### config.mk
export PLATFORM = sky130hd
export DESIGN_NAME = sram_burst_initiator
export DESIGN_NICKNAME = d
export VERILOG_FILES = /design/src/rtl/sram_init_pkg.sv /design/src/rtl/sram_rsp_fifo.sv /design/src/rtl/sram_burst_initiator.sv
export SDC_FILE = /design/constraint.sdc
export NUM_CORES = 1
export LEC_CHECK = 0
export BUFFER_PORTS_ARGS = -buffer_cell sky130_fd_sc_hd__buf_2
export CORE_ASPECT_RATIO = 1.4
export CORE_UTILIZATION = 47
export CTS_BUF_LIST = sky130_fd_sc_hd__clkbuf_8
export DETAILED_ROUTE_END_ITERATION = 10
export GPL_TIMING_DRIVEN = 0
export PLACE_DENSITY = 0.67
export SLEW_MARGIN = 20
export SYNTH_ARGS = -nofsm -noshare
export SYNTH_HDL_FRONTEND = slang
export SYNTH_SLANG_ARGS = --single-unit
### constraint.sdc
create_clock -name clk0 -period 3.75 [get_ports clk0]
set_input_delay 0.75 -clock clk0 [delete_from_list [all_inputs] [get_ports clk0]]
set_output_delay 0.75 -clock clk0 [all_outputs]
set_load 0.02 [all_outputs]
### src/rtl/sram_init_pkg.sv
// rtl/sram_init_pkg.sv - shared types and default sizes for the SRAM burst initiator
package sram_init_pkg;

    typedef enum logic [1:0] {
        IDLE  = 2'd0,
        WRITE = 2'd1,
        READ  = 2'd2
    } state_t;

    localparam int DEF_DATA_WIDTH = 16;
    localparam int DEF_ADDR_WIDTH = 4;
    localparam int DEF_RSP_DEPTH  = 4;

endpackage

### src/rtl/sram_rsp_fifo.sv
// rtl/sram_rsp_fifo.sv - small response buffer holding SRAM read words until the consumer takes them
module sram_rsp_fifo #(
    parameter int DATA_WIDTH = 16,
    parameter int DEPTH      = 4
) (
    input  logic                    clk,
    input  logic                    rst,
    input  logic                    push,
    input  logic [DATA_WIDTH-1:0]   push_data,
    input  logic                    pop,
    output logic [DATA_WIDTH-1:0]   pop_data,
    output logic                    full,
    output logic                    empty,
    output logic [$clog2(DEPTH):0]  count
);

    localparam int PTR_W = $clog2(DEPTH);

    logic [DATA_WIDTH-1:0] mem [DEPTH];
    logic [PTR_W-1:0]      wr_ptr;
    logic [PTR_W-1:0]      rd_ptr;
    logic                  do_push;
    logic                  do_pop;

    assign empty    = (count == '0);
    assign full     = (count == (PTR_W + 1)'(DEPTH));
    assign do_pop   = pop && !empty;
    // A push into a full buffer is fine when the head leaves in the same cycle.
    assign do_push  = push && (!full || do_pop);
    assign pop_data = mem[rd_ptr];

    // Storage, pointers and occupancy; entries are cleared so the head reads zero after reset.
    always_ff @(posedge clk or posedge rst) begin
        if (rst) begin
            wr_ptr <= '0;
            rd_ptr <= '0;
            count  <= '0;
            for (int i = 0; i < DEPTH; i++) begin
                mem[i] <= '0;
            end
        end else begin
            if (do_push) begin
                mem[wr_ptr] <= push_data;
                wr_ptr      <= wr_ptr + PTR_W'(1);
            end
            if (do_pop) begin
                rd_ptr <= rd_ptr + PTR_W'(1);
            end
            if (do_push && !do_pop) begin
                count <= count + (PTR_W + 1)'(1);
            end else if (!do_push && do_pop) begin
                count <= count - (PTR_W + 1)'(1);
            end
        end
    end

endmodule

### src/rtl/sram_burst_initiator.sv
// rtl/sram_burst_initiator.sv - turns burst commands into OpenRAM RW-port cycles with a credited read return path
module sram_burst_initiator
    import sram_init_pkg::*;
#(
    parameter int DATA_WIDTH = DEF_DATA_WIDTH,
    parameter int ADDR_WIDTH = DEF_ADDR_WIDTH,
    parameter int RSP_DEPTH  = DEF_RSP_DEPTH
) (
    input  logic                  clk0,
    input  logic                  rst0,
    input  logic                  cmd_valid,
    output logic                  cmd_ready,
    input  logic                  cmd_write,
    input  logic [ADDR_WIDTH-1:0] cmd_addr,
    input  logic [ADDR_WIDTH-1:0] cmd_len,
    input  logic                  wdata_valid,
    output logic                  wdata_ready,
    input  logic [DATA_WIDTH-1:0] wdata,
    output logic                  rdata_valid,
    input  logic                  rdata_ready,
    output logic [DATA_WIDTH-1:0] rdata,
    output logic                  busy,
    output logic                  csb0,
    output logic                  web0,
    output logic [ADDR_WIDTH-1:0] addr0,
    output logic [DATA_WIDTH-1:0] din0,
    input  logic [DATA_WIDTH-1:0] dout0
);

    localparam int CNT_W = $clog2(RSP_DEPTH) + 1;

    state_t                state;
    logic [ADDR_WIDTH-1:0] cur_addr;
    logic [ADDR_WIDTH-1:0] beats;
    logic                  rd_stage1;
    logic                  rd_stage2;
    logic                  fifo_full;
    logic                  fifo_empty;
    logic [CNT_W-1:0]      fifo_count;
    logic [CNT_W:0]        used;
    logic                  has_credit;

    // Buffer slots already spoken for: words held plus reads still travelling through the SRAM.
    assign used       = (CNT_W + 1)'(fifo_count) + (CNT_W + 1)'(rd_stage1) + (CNT_W + 1)'(rd_stage2);
    assign has_credit = (state == READ) && !fifo_full && (used < (CNT_W + 1)'(RSP_DEPTH));

    assign cmd_ready   = (state == IDLE);
    assign wdata_ready = (state == WRITE);
    assign rdata_valid = !fifo_empty;
    assign busy        = (state != IDLE) || rd_stage1 || rd_stage2 || !fifo_empty;

    // Burst FSM driving the registered SRAM pins; any cycle without an access deselects the macro.
    always_ff @(posedge clk0 or posedge rst0) begin
        if (rst0) begin
            state    <= IDLE;
            cur_addr <= '0;
            beats    <= '0;
            csb0     <= 1'b1;
            web0     <= 1'b1;
            addr0    <= '0;
            din0     <= '0;
        end else begin
            csb0 <= 1'b1;
            web0 <= 1'b1;
            case (state)
                IDLE: begin
                    if (cmd_valid) begin
                        cur_addr <= cmd_addr;
                        beats    <= cmd_len;
                        state    <= cmd_write ? WRITE : READ;
                    end
                end
                WRITE: begin
                    if (wdata_valid) begin
                        csb0     <= 1'b0;
                        web0     <= 1'b0;
                        addr0    <= cur_addr;
                        din0     <= wdata;
                        cur_addr <= cur_addr + ADDR_WIDTH'(1);
                        beats    <= beats - ADDR_WIDTH'(1);
                        if (beats == '0) begin
                            state <= IDLE;
                        end
                    end
                end
                READ: begin
                    if (has_credit) begin
                        csb0     <= 1'b0;
                        addr0    <= cur_addr;
                        cur_addr <= cur_addr + ADDR_WIDTH'(1);
                        beats    <= beats - ADDR_WIDTH'(1);
                        if (beats == '0) begin
                            state <= IDLE;
                        end
                    end
                end
                default: state <= IDLE;
            endcase
        end
    end

    // Two-stage "read issued" pipeline matching the SRAM capture edge plus the output settle edge.
    always_ff @(posedge clk0 or posedge rst0) begin
        if (rst0) begin
            rd_stage1 <= 1'b0;
            rd_stage2 <= 1'b0;
        end else begin
            rd_stage1 <= has_credit;
            rd_stage2 <= rd_stage1;
        end
    end

    sram_rsp_fifo #(
        .DATA_WIDTH (DATA_WIDTH),
        .DEPTH      (RSP_DEPTH)
    ) u_rsp_fifo (
        .clk       (clk0),
        .rst       (rst0),
        .push      (rd_stage2),
        .push_data (dout0),
        .pop       (rdata_ready),
        .pop_data  (rdata),
        .full      (fifo_full),
        .empty     (fifo_empty),
        .count     (fifo_count)
    );

endmodule

Yosys cells after proc, flatten, opt, wreduce, memory -nomap -nowiden
Cells that the tools add are included.
{"block": "word_totals", "latchBits": 0, "n_memories": 0, "input_bits": 46, "reg_bits": 105, "romBits": 0, "ram_bits": 0, "word_cells": 91}
{"block": "op_classes", "n_mul": 0, "n_reduce_logical": 26, "magnitude_cmp": 4, "n_div": 0, "n_eq_ne": 6, "n_shift": 0, "addsub": 8, "mux": 29, "bitwise": 2}
{"op": "bitwise mux 64 bit", "count": 1}
{"op": "two-way mux 16 bit", "count": 3}
{"op": "binary-select mux 16 bit (select 2 bit)", "count": 1}
{"op": "demux 16 bit (select 2 bit)", "count": 1}
{"op": "two-way mux 4 bit", "count": 8}
{"op": "one-hot mux 4 bit (3 select lines)", "count": 2}
{"op": "two-way mux 2 bit", "count": 5}
{"op": "one-hot mux 4 bit (2 select lines)", "count": 1}
{"op": "logical AND 1 bit", "count": 7}
{"op": ">= comparator 3 bit, second input constant", "count": 2}
{"op": "two-way mux 3 bit", "count": 2}
{"op": "inequality test 2 bit, second input constant", "count": 3}
{"op": "NOT 2 -> 3 bit", "count": 2}
{"op": "one-hot mux 2 bit (3 select lines)", "count": 1}
{"op": "AND reduction 3 bit", "count": 2}
{"op": "nonzero test 2 bit", "count": 3}
{"op": "adder 2 x 1 -> 2 bit, second input constant", "count": 2}
{"op": "adder 3 x 1 -> 4 bit", "count": 1}
{"op": "adder 4 x 1 -> 4 bit", "count": 1}
{"op": "adder 4 x 1 -> 4 bit, second input constant", "count": 1}
{"op": "logical NOT 1 bit", "count": 4}
{"op": "logical NOT 4 bit", "count": 1}
{"op": "logical OR 1 bit", "count": 4}
{"op": "< comparator 4 x 3 -> 1 bit, second input constant", "count": 1}
{"op": "14 further kinds", "count": 16}

Logic depth before layout (Yosys ltp)
{"block": "depth", "depth_word": 9, "depth_mapped": 9, "ltp_nobuf": 8}

Modules after synthesis
A second synthesis with hierarchy kept.
{"block": "unflattened", "cells_unflattened": 333, "area_unflattened_um2": 4897.2}
{"mod": "sram_rsp_fifo", "cells_each": 192, "seq_area_each_um2": 1776.7, "n_inst": 1, "area_per_inst_um2": 3199.3}
{"mod": "sram_burst_initiator", "cells_each": 141, "seq_area_each_um2": 853.3, "n_inst": 1, "area_per_inst_um2": 1697.9}

Worst setup path after synthesis
No wires, ideal clock.
{"block": "synth_path", "path_type": "reg2out", "startpoint": "reg u_rsp_fifo.count[1]", "endpoint": "out busy", "arrival_ns": 1.721, "n_path_buf": 0, "setup_slack_ns": 1.279, "path_stages_with_launch": 3, "path_cell_list": "dfrtp_1 > or3_2 > or4b_2"}
{"block": "synth_via", "elab_chain_len": 3}
{"element": "from (decl)", "line_no": "sram_rsp_fifo.sv:14", "source": "output logic [$clog2(DEPTH):0] count"}
{"element": "from (signal assigned)", "line_no": "sram_rsp_fifo.sv:50", "source": "count <= count + (PTR_W + 1)'(1);"}
{"element": "from (signal assigned)", "line_no": "sram_rsp_fifo.sv:52", "source": "count <= count - (PTR_W + 1)'(1);"}
{"element": "logical NOT 3 bit", "line_no": "sram_rsp_fifo.sv:25", "source": "assign empty = (count == '0);"}
{"element": "logical NOT 1 bit"}
{"element": "named net rdata_valid", "line_no": "sram_burst_initiator.sv:19", "source": "output logic rdata_valid,"}
{"element": "logical OR 1 bit", "line_no": "sram_burst_initiator.sv:50", "source": "assign busy = (state != IDLE) || rd_stage1 || rd_stage2 || !fifo_empty;"}
{"element": "to (decl)", "line_no": "sram_burst_initiator.sv:22", "source": "output logic busy,"}
The timed path passes the listed nets, and every way through them passes these cells.

Final worst setup path
{"block": "layout_path", "startpoint": "reg u_rsp_fifo.rd_ptr[1]", "endpoint": "out rdata[14]"}
{"block": "layout_via", "elab_chain_len": 4}
{"element": "from (decl)", "line_no": "sram_rsp_fifo.sv:21", "source": "logic [PTR_W-1:0] rd_ptr;"}
{"element": "from (signal assigned)", "line_no": "sram_rsp_fifo.sv:47", "source": "rd_ptr <= rd_ptr + PTR_W'(1);"}
{"element": "NOT 2 -> 3 bit (not written as such)", "line_no": "sram_rsp_fifo.sv:30", "source": "assign pop_data = mem[rd_ptr];"}
{"element": "binary-select mux 16 bit (select 2 bit)", "line_no": "sram_rsp_fifo.sv:30"}
{"element": "two-way mux 16 bit (not written as such) (2 in series)", "line_no": "sram_rsp_fifo.sv:30"}
{"element": "to (decl)", "line_no": "sram_burst_initiator.sv:21", "source": "output logic [DATA_WIDTH-1:0] rdata,"}
Every way passes these cells. The select of a mux whose other input is x is not followed.

==> out/metrics.cfg <==
[run_status]
status = finished clean

[final_layout]
layout.nets = 490
area_growth_pct = 16.7
num_antenna_cells = 0
final_core_util = 0.565
drive_above_1_share = 0.500

[grt]
gr-total-overflow = 0
grt_pass1_wl_mm = 15.1
antenna_found_initial = 0
grt_use_total = 0.182
grt_max_degree = 85
grt_pass1_vias = 3150

[worst_setup_path]
cp-end-kind = primary output
regToRegSetupSlack_ns = 1.49
slowest_delay_ns = 0.58
start_kind = flop
crit_required_ns = 3.00
path_buf_inv = 3
path_cells = clkbuf_1 -> clkbuf_1 -> mux4_2 -> buf_2
crit_path_max_fanout = 10
cp_slowest_cell = clkbuf_1
rr_startpoint = u_rsp_fifo.count[1]
r2r_cells = 8
critPathMostFrequentCell = clkbuf_1
critical_path_class = flop to primary output
timing.rr.end = u_rsp_fifo.count[2]
cp.depth = 4
worstSetupStartpoint = u_rsp_fifo.rd_ptr[1]
path_delay_family = buffers and inverters
arrival_ns = 2.30
crit_path_end = rdata[14]

[die]
dieArea_um2 = 11100
boundaryPins = 88
start_util = 0.484
coreArea_um2 = 10300
dieHeight_um = 124
die_w_um = 89.2
num_rows = 44

[timing]
setup_viol = 0
drv_slew = 0
slew_headroom = 0.546
setup_ws_ns = 0.700
hold_viol = 0
worstMarginPinSlew_ns = 0.681
finClkSkew_ns = 0.00908
fin_tns_setup_ns = 0
rsz0062_at_grt = false
post-route-period-util = 0.813
max_freq_mhz = 328
min_period_ns = 3.05

[clocking]
ctsHoldBuffers = 0
cts_root_buffer = clkbuf_8
cts_tree = done
postCtsSetupBuffers = 0
h-tree-depth = 3
numClockSinks = 105
numCtsBuffers = 9
clk_path_buf_depth = 2
path_clk_slew_ns = 0.09
insertion_delay_ns = 0.36
ctsResizeCount = 0

[yosys]
synth_top_area_share = 0.515
syn_inst = 332
synth-main-ff-cell = dfrtp_1
ys_warn_count = 0
yosys.area.top_type = dfrtp_1
synth_common_cells = 103 x dfrtp_1, 41 x mux2_2, 40 x mux2_4
yosys-top-cells-area = dfrtp_1 51%, mux2_4 12%, mux2_2 9.2%, mux4_2 7.2%, ha_1 3.0%
syn-cell-area_um2 = 5010
syn-num-nets = 391
async_flop_share = 1.00
avgSynthCellArea_um2 = 15.1
yosysSeqAreaShare = 0.525
synth-seq-cells = 105
synth_edf_count = 0
synth.distinct_cells = 36
synth_most_common_cell = dfrtp_1

[hold_path]
holdCritPathClass = input pin to asynchronous set/reset pin

[routing]
route.detailed.drc = 0
firstDrtPassIters = 6
post_drt_wl_per_cell_um = 16.1
avgViaCountPerCell = 5.18
via_count = 2975
ant_nets = 0
wl_mm = 9.26
drt_iter0_drc = 57

[power]
power.density_nw_per_um2 = 919
peakVddDrop_mv = 0.406
p_leak_nw = 2.83
power.total_mw = 5.37

[placement]
place_ws_ns = 1.05
port_buffers = 87
dpl.hpwl_mm = 6.55
routabilityCongestion = 0.768

[flow_run]
drv_cap = 0

cell families after synthesis:
kind of cell    Yosys count  share of synthesized area
compound gates           38                     0.0467
xor+xnor                  9                     0.0157
fa+ha+maj                13                     0.0340
buf+inv                  28                     0.0362
flops                   105                      0.525
mux                     102                      0.294
simple gates             37                     0.0480
worst min path at each step:
stage / slack, ns / to / cells past startpoint / startpoint
final: 0.31 / din0[3] / 2 / rst0
after detailed placement: 0.45 / rd_stage2 / 0 / rd_stage1
after floorplan: 0.39 / rd_stage2 / 0 / rd_stage1
after global placement: 0.42 / rd_stage2 / 0 / rd_stage1
after CTS: 0.31 / u_rsp_fifo.count[2] / 2 / rst0
after global routing: 0.31 / din0[3] / 2 / rst0
final cells by class:
class / count / area, um^2
plain buffers: 16 / 136
clock buffers: 10 / 138
clock inverters: 6 / 57.6
fillers: 928 / 4510
inverters: 12 / 50.0
multi-input cells: 199 / 2200
flip-flops and latches: 105 / 2630
well taps: 138 / 173
repair buffers: 88 / 463
cell usage in the layout (no fill, tap or decap), types with 5 or more instances in the layout:
cell type,netlist,final
dfrtp_1,103,103
clkbuf_8,0,10
mux2_4,40,40
o21ai_0,16,16
xnor2_1,6,6
inv_1,11,11
nand2_1,14,14
mux2i_1,5,5
mux2_2,41,41
mux4_2,16,16
nand2b_1,6,6
ha_1,12,12
clkbuf_1,8,8
o22ai_1,8,8
buf_2,3,90
power breakdown:
group          switching (mW)  leakage, nW  internal, mW
logic                    1.30         1.44          1.35
registers               0.341         1.28          1.69
clock network           0.370        0.108         0.324
routing by layer:
metal  part of all wire  track usage  up-vias
met5                  0            0        -
met4              0.011       0.0506        0
met3              0.038       0.0437        6
met2               0.52        0.321       63
met1               0.44        0.220     1512
li1                   -            -     1394
metrics by stage:
stage          cell area, um^2  std cells  hold slack (ns)
3_5_place_dp              5650        558            0.446
6_report                  5840        574            0.313
3_3_place_gp              5620        557            0.417
4_1_cts                   5840        574            0.306
2_1_floorplan             5010        332            0.389
5_1_grt                   5840        574            0.311
registers in the layout, indices dropped and copies added (netlist names), 2 cells and up:
register           cells
u_rsp_fifo.mem        64
addr0                  4
u_rsp_fifo.rd_ptr      2
cur_addr               4
beats                  4
u_rsp_fifo.count       3
state                  2
din0                  16
u_rsp_fifo.wr_ptr      2
Power figures use the tool's default switching activity.
